`config.mk`:
```
export PLATFORM = sky130hd
export DESIGN_NAME = imm_gen_pipe
export DESIGN_NICKNAME = d
export VERILOG_FILES = /design/src/rtl/imm_pkg.sv /design/src/rtl/imm_extract.sv /design/src/rtl/imm_gen_pipe.sv
export SDC_FILE = /design/constraint.sdc
export NUM_CORES = 1
export LEC_CHECK = 0
export BUFFER_PORTS_ARGS = -buffer_cell sky130_fd_sc_hd__buf_4
export CORE_MARGIN = 4
export CORE_UTILIZATION = 55
export DETAILED_ROUTE_END_ITERATION = 8
export PLACE_DENSITY = 0.78
export SLEW_MARGIN = 0
export SYNTH_ARGS = -nofsm -noshare
export SYNTH_HDL_FRONTEND = slang
export SYNTH_SLANG_ARGS = --single-unit
```
`constraint.sdc`:
```
create_clock -name clk -period 6.5 [get_ports clk]
set_input_delay 1.3 -clock clk [delete_from_list [all_inputs] [get_ports clk]]
set_output_delay 1.3 -clock clk [all_outputs]
set_load 0.1 [all_outputs]
```
`src/rtl/imm_pkg.sv`:
```
// Shared constants for the immediate generator: format select codes and RV32/RV64 major opcodes.
package imm_pkg;

    localparam int IMM_OP_W = 4;

    typedef logic [IMM_OP_W-1:0] imm_op_t;

    localparam imm_op_t IMM_NONE    = 4'd0;
    localparam imm_op_t IMM_I       = 4'd1;
    localparam imm_op_t IMM_S       = 4'd2;
    localparam imm_op_t IMM_B       = 4'd3;
    localparam imm_op_t IMM_U       = 4'd4;
    localparam imm_op_t IMM_J       = 4'd5;
    localparam imm_op_t IMM_Z       = 4'd6;
    localparam imm_op_t IMM_SH      = 4'd7;
    localparam imm_op_t IMM_ILLEGAL = 4'd15;

    localparam logic [6:0] OPC_LOAD      = 7'b0000011;
    localparam logic [6:0] OPC_STORE     = 7'b0100011;
    localparam logic [6:0] OPC_BRANCH    = 7'b1100011;
    localparam logic [6:0] OPC_JAL       = 7'b1101111;
    localparam logic [6:0] OPC_JALR      = 7'b1100111;
    localparam logic [6:0] OPC_LUI       = 7'b0110111;
    localparam logic [6:0] OPC_AUIPC     = 7'b0010111;
    localparam logic [6:0] OPC_OP_IMM    = 7'b0010011;
    localparam logic [6:0] OPC_OP_IMM_32 = 7'b0011011;
    localparam logic [6:0] OPC_SYSTEM    = 7'b1110011;
    localparam logic [6:0] OPC_OP        = 7'b0110011;
    localparam logic [6:0] OPC_OP_32     = 7'b0111011;

endpackage

```
`src/rtl/imm_extract.sv`:
```
// Combinational immediate extraction: (inst, format) -> (XLEN immediate, applied format, error).
// IMM_AUTO_DECODE_EN derives the format from the opcode/funct3 instead of the op input.
module imm_extract import imm_pkg::*; #(
    parameter int XLEN = 32
) (
    input  logic [31:0]     inst,
    input  imm_op_t         op,
    output logic [XLEN-1:0] imm,
    output imm_op_t         op_eff,
    output logic            err
);

`ifdef IMM_AUTO_DECODE_EN
    // Format derived from the major opcode; anything unrecognised maps to the illegal code.
    always_comb begin
        op_eff = IMM_ILLEGAL;
        case (inst[6:0])
            OPC_LOAD, OPC_JALR: op_eff = IMM_I;
            OPC_OP_IMM, OPC_OP_IMM_32: begin
                // funct3 001/101 are the shift-immediate encodings
                if (inst[13:12] == 2'b01) begin
                    op_eff = IMM_SH;
                end else begin
                    op_eff = IMM_I;
                end
            end
            OPC_STORE:            op_eff = IMM_S;
            OPC_BRANCH:           op_eff = IMM_B;
            OPC_LUI, OPC_AUIPC:   op_eff = IMM_U;
            OPC_JAL:              op_eff = IMM_J;
            OPC_SYSTEM: begin
                if (inst[14]) begin
                    op_eff = IMM_Z;
                end else begin
                    op_eff = IMM_I;
                end
            end
            OPC_OP, OPC_OP_32:    op_eff = IMM_NONE;
            default:              op_eff = IMM_ILLEGAL;
        endcase
    end
`else
    // Format taken directly from the select input.
    always_comb begin
        op_eff = op;
    end
`endif

    // Field gather and extension; signed casts sign-extend, unsigned casts zero-extend.
    always_comb begin
        imm = {XLEN{1'b0}};
        err = 1'b0;
        case (op_eff)
            IMM_NONE: imm = {XLEN{1'b0}};
            IMM_I:    imm = XLEN'($signed(inst[31:20]));
            IMM_S:    imm = XLEN'($signed({inst[31:25], inst[11:7]}));
            IMM_B:    imm = XLEN'($signed({inst[31], inst[7], inst[30:25], inst[11:8], 1'b0}));
            IMM_U:    imm = XLEN'($signed({inst[31:12], 12'h000}));
            IMM_J:    imm = XLEN'($signed({inst[31], inst[19:12], inst[20], inst[30:21], 1'b0}));
            IMM_Z:    imm = XLEN'(inst[19:15]);
            IMM_SH: begin
                if (XLEN == 64) begin
                    imm = XLEN'(inst[25:20]);
                end else begin
                    imm = XLEN'(inst[24:20]);
                end
            end
            default: begin
                imm = {XLEN{1'b0}};
                err = 1'b1;
            end
        endcase
    end

endmodule

```
`src/rtl/imm_gen_pipe.sv`:
```
// Two-stage immediate generator with valid/ready flow control and flush.
// Optional build macro IMM_AUTO_DECODE_EN (handled in imm_extract) selects opcode-based format decode.
module imm_gen_pipe import imm_pkg::*; #(
    parameter int XLEN = 32
) (
    input  logic            clk,
    input  logic            rst_n,
    input  logic            flush,
    input  logic            in_valid,
    output logic            in_ready,
    input  logic [31:0]     in_inst,
    input  logic [XLEN-1:0] in_pc,
    input  imm_op_t         in_op,
    output logic            out_valid,
    input  logic            out_ready,
    output logic [XLEN-1:0] out_imm,
    output logic [XLEN-1:0] out_target,
    output imm_op_t         out_op,
    output logic            out_err
);

    logic [XLEN-1:0] ext_imm_s;
    imm_op_t         ext_op_s;
    logic            ext_err_s;
    logic            s1_adv_s;
    logic            s2_adv_s;
    logic            accept_s;

    logic            s1_v_q,   s1_v_d;
    logic [XLEN-1:0] s1_imm_q, s1_imm_d;
    logic [XLEN-1:0] s1_pc_q,  s1_pc_d;
    imm_op_t         s1_op_q,  s1_op_d;
    logic            s1_err_q, s1_err_d;

    logic            s2_v_q,   s2_v_d;
    logic [XLEN-1:0] s2_imm_q, s2_imm_d;
    logic [XLEN-1:0] s2_tgt_q, s2_tgt_d;
    imm_op_t         s2_op_q,  s2_op_d;
    logic            s2_err_q, s2_err_d;

    imm_extract #(.XLEN(XLEN)) u_extract (
        .inst   (in_inst),
        .op     (in_op),
        .imm    (ext_imm_s),
        .op_eff (ext_op_s),
        .err    (ext_err_s)
    );

    // Stage advance; in_ready deliberately has no path from in_valid.
    always_comb begin
        s2_adv_s = !s2_v_q || out_ready;
        s1_adv_s = !s1_v_q || s2_adv_s;
        in_ready = s1_adv_s && !flush;
        accept_s = in_valid && in_ready;
    end

    // Stage 1 next state: capture extracted fields on accept.
    always_comb begin
        if (flush) begin
            s1_v_d = 1'b0;
        end else if (s1_adv_s) begin
            s1_v_d = accept_s;
        end else begin
            s1_v_d = s1_v_q;
        end
        if (accept_s) begin
            s1_imm_d = ext_imm_s;
            s1_pc_d  = in_pc;
            s1_op_d  = ext_op_s;
            s1_err_d = ext_err_s;
        end else begin
            s1_imm_d = s1_imm_q;
            s1_pc_d  = s1_pc_q;
            s1_op_d  = s1_op_q;
            s1_err_d = s1_err_q;
        end
    end

    // Stage 2 next state: payload frozen while the output is stalled; target wraps modulo 2^XLEN.
    always_comb begin
        if (flush) begin
            s2_v_d = 1'b0;
        end else if (s2_adv_s) begin
            s2_v_d = s1_v_q;
        end else begin
            s2_v_d = s2_v_q;
        end
        if (s2_adv_s && s1_v_q) begin
            s2_imm_d = s1_imm_q;
            s2_tgt_d = s1_pc_q + s1_imm_q;
            s2_op_d  = s1_op_q;
            s2_err_d = s1_err_q;
        end else begin
            s2_imm_d = s2_imm_q;
            s2_tgt_d = s2_tgt_q;
            s2_op_d  = s2_op_q;
            s2_err_d = s2_err_q;
        end
    end

    // Pipeline registers with synchronous active-low reset.
    always_ff @(posedge clk) begin
        if (!rst_n) begin
            s1_v_q   <= 1'b0;
            s1_imm_q <= {XLEN{1'b0}};
            s1_pc_q  <= {XLEN{1'b0}};
            s1_op_q  <= IMM_NONE;
            s1_err_q <= 1'b0;
            s2_v_q   <= 1'b0;
            s2_imm_q <= {XLEN{1'b0}};
            s2_tgt_q <= {XLEN{1'b0}};
            s2_op_q  <= IMM_NONE;
            s2_err_q <= 1'b0;
        end else begin
            s1_v_q   <= s1_v_d;
            s1_imm_q <= s1_imm_d;
            s1_pc_q  <= s1_pc_d;
            s1_op_q  <= s1_op_d;
            s1_err_q <= s1_err_d;
            s2_v_q   <= s2_v_d;
            s2_imm_q <= s2_imm_d;
            s2_tgt_q <= s2_tgt_d;
            s2_op_q  <= s2_op_d;
            s2_err_q <= s2_err_d;
        end
    end

    assign out_valid  = s2_v_q;
    assign out_imm    = s2_imm_q;
    assign out_target = s2_tgt_q;
    assign out_op     = s2_op_q;
    assign out_err    = s2_err_q;

endmodule
```
# ---- After elaboration in Yosys (flattened, before gate mapping)
# Index checks and enable logic that the tools add are counted.
dict set report word_totals {
  out_inout_bits 71
  ff_bits 140
  mem_bits_rw 0
  latch_bits 0
  word_cells 32
  in_bits 73
  mem_count 0
  mem_bits_ro 0
}
dict set report classes {
  n_addsub 1
  div 0
  n_reduce_logical 11
  n_mux 2
  n_mul 0
  n_eq_ne 7
  magnitude_cmp 0
  shifts 0
  n_bitwise 1
}
# cell n
set ops {}
lappend ops {{$pmux W32 S7} 1}
lappend ops {{$add A32 B32 Y32} 1}
lappend ops {{$eq A4 B3 Y1 const B} 4}
lappend ops {{$eq A4 B2 Y1 const B} 2}
lappend ops {{$reduce_or A8 Y1} 1}
lappend ops {{$eq A4 B1 Y1 const B} 1}
lappend ops {{$logic_not A4 Y1} 1}
lappend ops {{$logic_and A1 B1 Y1} 3}
lappend ops {{$logic_not A1 Y1} 3}
lappend ops {{$logic_or A1 B1 Y1} 2}
lappend ops {{$reduce_or A2 Y1} 1}
lappend ops {{$mux W1} 1}
lappend ops {{$not A1 Y1} 1}

# ---- Longest topological paths before layout
dict set report depth {
  ltp_word 5
  ltp_mapped 9
  ltp_nobuf 9
}

# ---- By module
# Synthesis repeated with hierarchy kept, for this count alone.
dict set report hier_totals {
  cells_unflattened 930
  area_unflattened_um2 7330.8
}
# mod instances cells_each seq_area_each_um2 area_per_inst_um2
set by_module_without_submodules {}
lappend by_module_without_submodules {imm_gen_pipe 1 850 2802.7 6814.0}
lappend by_module_without_submodules {imm_extract 1 80 0.0 516.7}

# ---- Worst setup path after synthesis
# Ideal clock, no wire load.
dict set report synth_timing {
  kind {input -> register}
  startpoint {input port out_ready}
  endpoint {register s1_imm_q[29]}
  path_buffers 2
  setup_ps 65
  t_arrival_ps 3687
  cell_stages 9
  t_required_ps 6435
  path_slack_ps 2748
  path_cell_list {nor2b_1 -> a21oi_2 -> nand2_1 -> or3_1 -> clkbuf_1 -> nor3b_2 -> buf_4 -> a221oi_1 -> nor2_1}
}
dict set report synth_via {
  elab_chain_cells 4
}
# item line_no
set synth_rtl {}
lappend synth_rtl {{start: declaration} imm_gen_pipe.sv:15} ;# input logic out_ready,
lappend synth_rtl {{$logic_or A1 B1 Y1} imm_gen_pipe.sv:51} ;# s2_adv_s = !s2_v_q || out_ready;
lappend synth_rtl {{$logic_or A1 B1 Y1} imm_gen_pipe.sv:52} ;# s1_adv_s = !s1_v_q || s2_adv_s;
lappend synth_rtl {{$logic_and A1 B1 Y1} imm_gen_pipe.sv:53} ;# in_ready = s1_adv_s && !flush;
lappend synth_rtl {{via in_ready} imm_gen_pipe.sv:10} ;# output logic in_ready,
lappend synth_rtl {{$logic_and A1 B1 Y1} imm_gen_pipe.sv:54} ;# accept_s = in_valid && in_ready;
lappend synth_rtl {{end signal: assignment} imm_gen_pipe.sv:105} ;# s1_imm_q <= {XLEN{1'b0}};
lappend synth_rtl {{end signal: assignment} imm_gen_pipe.sv:116} ;# s1_imm_q <= s1_imm_d;
lappend synth_rtl {{end: declaration} imm_gen_pipe.sv:30} ;# logic [XLEN-1:0] s1_imm_q, s1_imm_d;
# The timed path passes the listed nets, and every way through them passes these cells.
# A chain may end at the register's enable or synchronous reset.

# ---- Final worst setup path
dict set report layout_timing {
  startpoint {input port out_ready}
  endpoint {register s1_imm_q[28]}
}
dict set report layout_via {
  elab_chain_cells 4
}
# item line_no
set layout_rtl {}
lappend layout_rtl {{$logic_or A1 B1 Y1} imm_gen_pipe.sv:51}
lappend layout_rtl {{$logic_or A1 B1 Y1} imm_gen_pipe.sv:52}
lappend layout_rtl {{$logic_and A1 B1 Y1} imm_gen_pipe.sv:53}
lappend layout_rtl {{$logic_and A1 B1 Y1} imm_gen_pipe.sv:54}
# No other way between the ends.

==> results_dict.tcl <==
set metrics [dict create \
    hold_path_depth 2 \
    fin_nets 1087 \
    viasPerCell 5.78 \
    drv_slew 0 \
    synth_top_area_share_pct 41.2 \
    rows 40 \
    final_cells 1162 \
    antenna_found_initial 0 \
    max-slew-margin-rel_pct 27.3 \
    ff2ff_setup_slack_ps 3580 \
    ys_types 62 \
    yosysTopAreaCell "dfxtp_1" \
    synth-edff-count 0 \
    met3_usage_pct 7.08 \
    grt_setup_unrepaired "no" \
    dieArea_um2 14200 \
    synth_top_cells_by_count "201 x nand2_1, 143 x a21oi_1, 140 x dfxtp_1" \
    cts_max_level 4 \
    ys_seq_elements 140 \
    synth_area_um2 6810 \
    drt_iter0_drc 510 \
    finalCritPeriodShare_pct 54.2 \
    setup-tns-final_ps 0 \
    wl_per_cell_um 16.8 \
    grt_pass1_wl_um 31600 \
    overflow 0 \
    clk_pin_slew_ps 60 \
    fin_crit_ps 3520 \
    cp.arrival_ps 3800 \
    drc_errors 0 \
    num_vias 6716 \
    met2_usage_pct 41.4 \
    syn_avg_cell_area_um2 7.77 \
    finish.utilization_pct 70.2 \
    fmax_mhz 284 \
    cp_max_fo 71 \
    portBuffers 136 \
    ctsResizeCount 0 \
    syn-instance-count 877 \
    holdPathEnd "out_target[3]" \
    crit_required_ps 6780 \
    hold_viol_final 0 \
    met1_usage_pct 37.8 \
    root_buffer "clkbuf_16" \
    leakagePower_nw 3.47 \
    tightest_slew_ps 1090 \
    dp_hpwl_um 13800 \
    die_h_um 119 \
    clock_latency_ps 430 \
    hold_class "reg -> reg" \
    hold_start "out_target[3]" \
    cts_buffer_depth 2 \
    core_um2 12100 \
    startpoint "out_ready" \
    syn_nets 982 \
    clock-sinks 140 \
    setup-violations-final 0 \
    synthArstFlopShare_pct 0 \
    hold_ws_ps 447 \
    wl_um 19600 \
    grt_usage_pct 27.7 \
    grt_pass1_vias 6215 \
    cp-end-kind "register" \
    drt-pass1-iter-count 5 \
    initial_core_util_pct 56.5 \
    cts_made_buffers 17 \
    synth.most_common_cell "nand2_1" \
    r2r-end "out_target[18]" \
    synth_seq_area_share_pct 41.2 \
    worst-setup-path-type "in -> reg" \
    cts_setup_buffers 0 \
    drive_gt1_share_pct 18.4 \
    synthTopCellsByArea "dfxtp_1 41%, nand2_1 11%, a21oi_1 11%" \
    place_inst 1131 \
    busiest_layer "met2" \
    synth-main-ff-cell "dfxtp_1" \
    r2r-start "s1_imm_q[0]" \
    drv_cap 0 \
    place_congestion 0.925 \
    io_pins 144 \
    fin_worst_skew_ps 8.45 \
    vdd_drop_max_mv 0.184 \
    area_growth_pct 24.3 \
    p_per_area_nw_per_um2 245 \
    cts_tree "built" \
    insertedDiodeCount 0 \
    cp-start-kind "primary input" \
    grt_max_degree 75 \
    chipWidth_um 119 \
    r2r.worst_path.cells 9 \
    yosysWarnings 0 \
    ant_nets 0 \
    outcome "finished clean" \
    hold_buffers 0 \
]
-- power breakdown --
part           internal [mW]  switching (mW)  total, mW
logic                 0.0709           0.142      0.213
registers              0.878          0.0137      0.892
clock network          0.602           0.372      0.974
-- per-layer routing --
metal	vias to the layer above	share of wire, %
met4	0	3.3
met1	3067	44
met3	49	8.2
met5	-	0
met2	296	44
li1	3304	-
-- registers in the layout, summed over array words and instances, names as in the netlist, 4 cells and up --
name / cells
s1_pc_q: 32
s1_imm_q: 32
out_imm: 32
out_target: 32
out_op: 4
s1_op_q: 4
-- worst max path at each step --
stage	endpoint	slack, ps	cells past startpoint
3_3_place_gp	s1_imm_q[24]	2630	9
6_report	s1_imm_q[28]	2980	9
3_5_place_dp	s1_imm_q[28]	2610	9
4_1_cts	in_ready	3010	4
5_1_grt	s1_imm_q[30]	2740	9
2_1_floorplan	s1_imm_q[29]	2750	9
-- per-stage QoR --
| stage | instance area (um^2) | power (mW) | worst slack, ps |
|---|---|---|---|
| 2_1_floorplan | 6810 | 1.05 | 2750 |
| 3_3_place_gp | 7890 | 1.12 | 2630 |
| 3_5_place_dp | 7890 | 1.12 | 2610 |
| 4_1_cts | 8470 | 2.08 | 3010 |
| 5_1_grt | 8470 | 2.14 | 2740 |
| 6_report | 8470 | 2.08 | 2980 |
-- cells by family (layout without fill, tap and decap cells) --
kind of cell,count (synthesis),after routing,share of synthesized area (%)
AO/OA/AOI/OAI,260,260,23.6
buffers and inverters,64,181,3.60
XOR/XNOR,18,18,2.31
adder cells (fa/ha/maj),32,32,5.99
multiplexers,2,2,0.294
AND/OR/NAND/NOR,361,361,23.1
flip-flops,140,140,41.2
-- cell usage in the layout (no fill, tap or decap), types with 4 or more instances in the layout --
master,synthesis,routed
dfxtp_1,140,140
a211oi_1,8,8
inv_1,8,7
nand3_1,28,28
nor3_1,10,10
ha_1,31,31
clkbuf_1,50,4
nand4_1,5,5
nor2_1,73,73
xor2_1,12,12
and2_1,4,4
o21a_1,9,9
o211ai_1,7,7
buf_4,1,142
a21oi_1,143,143
xnor2_1,6,6
a21o_1,9,9
a22oi_1,7,7
a222oi_1,4,4
or3_1,10,10
a221oi_1,11,11
nor2b_1,10,9
nand2_1,201,200
clkbuf_16,0,17
o21ai_0,22,22
-- layout make-up --
| cell class | instances | area (um^2) |
|---|---|---|
| clock buffers | 21 | 440 |
| clock inverters | 10 | 143 |
| fillers | 1027 | 3590 |
| inverters | 8 | 31.3 |
| multi-input cells | 673 | 3770 |
| flip-flops and latches | 140 | 2800 |
| well taps | 168 | 210 |
| repair buffers | 142 | 1070 |
-- worst max-delay path, cell delays in order --
cell      delay, ps
buf_4           110
nor2b_1         380
a21oi_2         140
nand2_2          80
buf_4           580
or3_1           570
nor3b_2         240
a221oi_1        310
nor2_1           80
(Power assumes the default switching activity.)
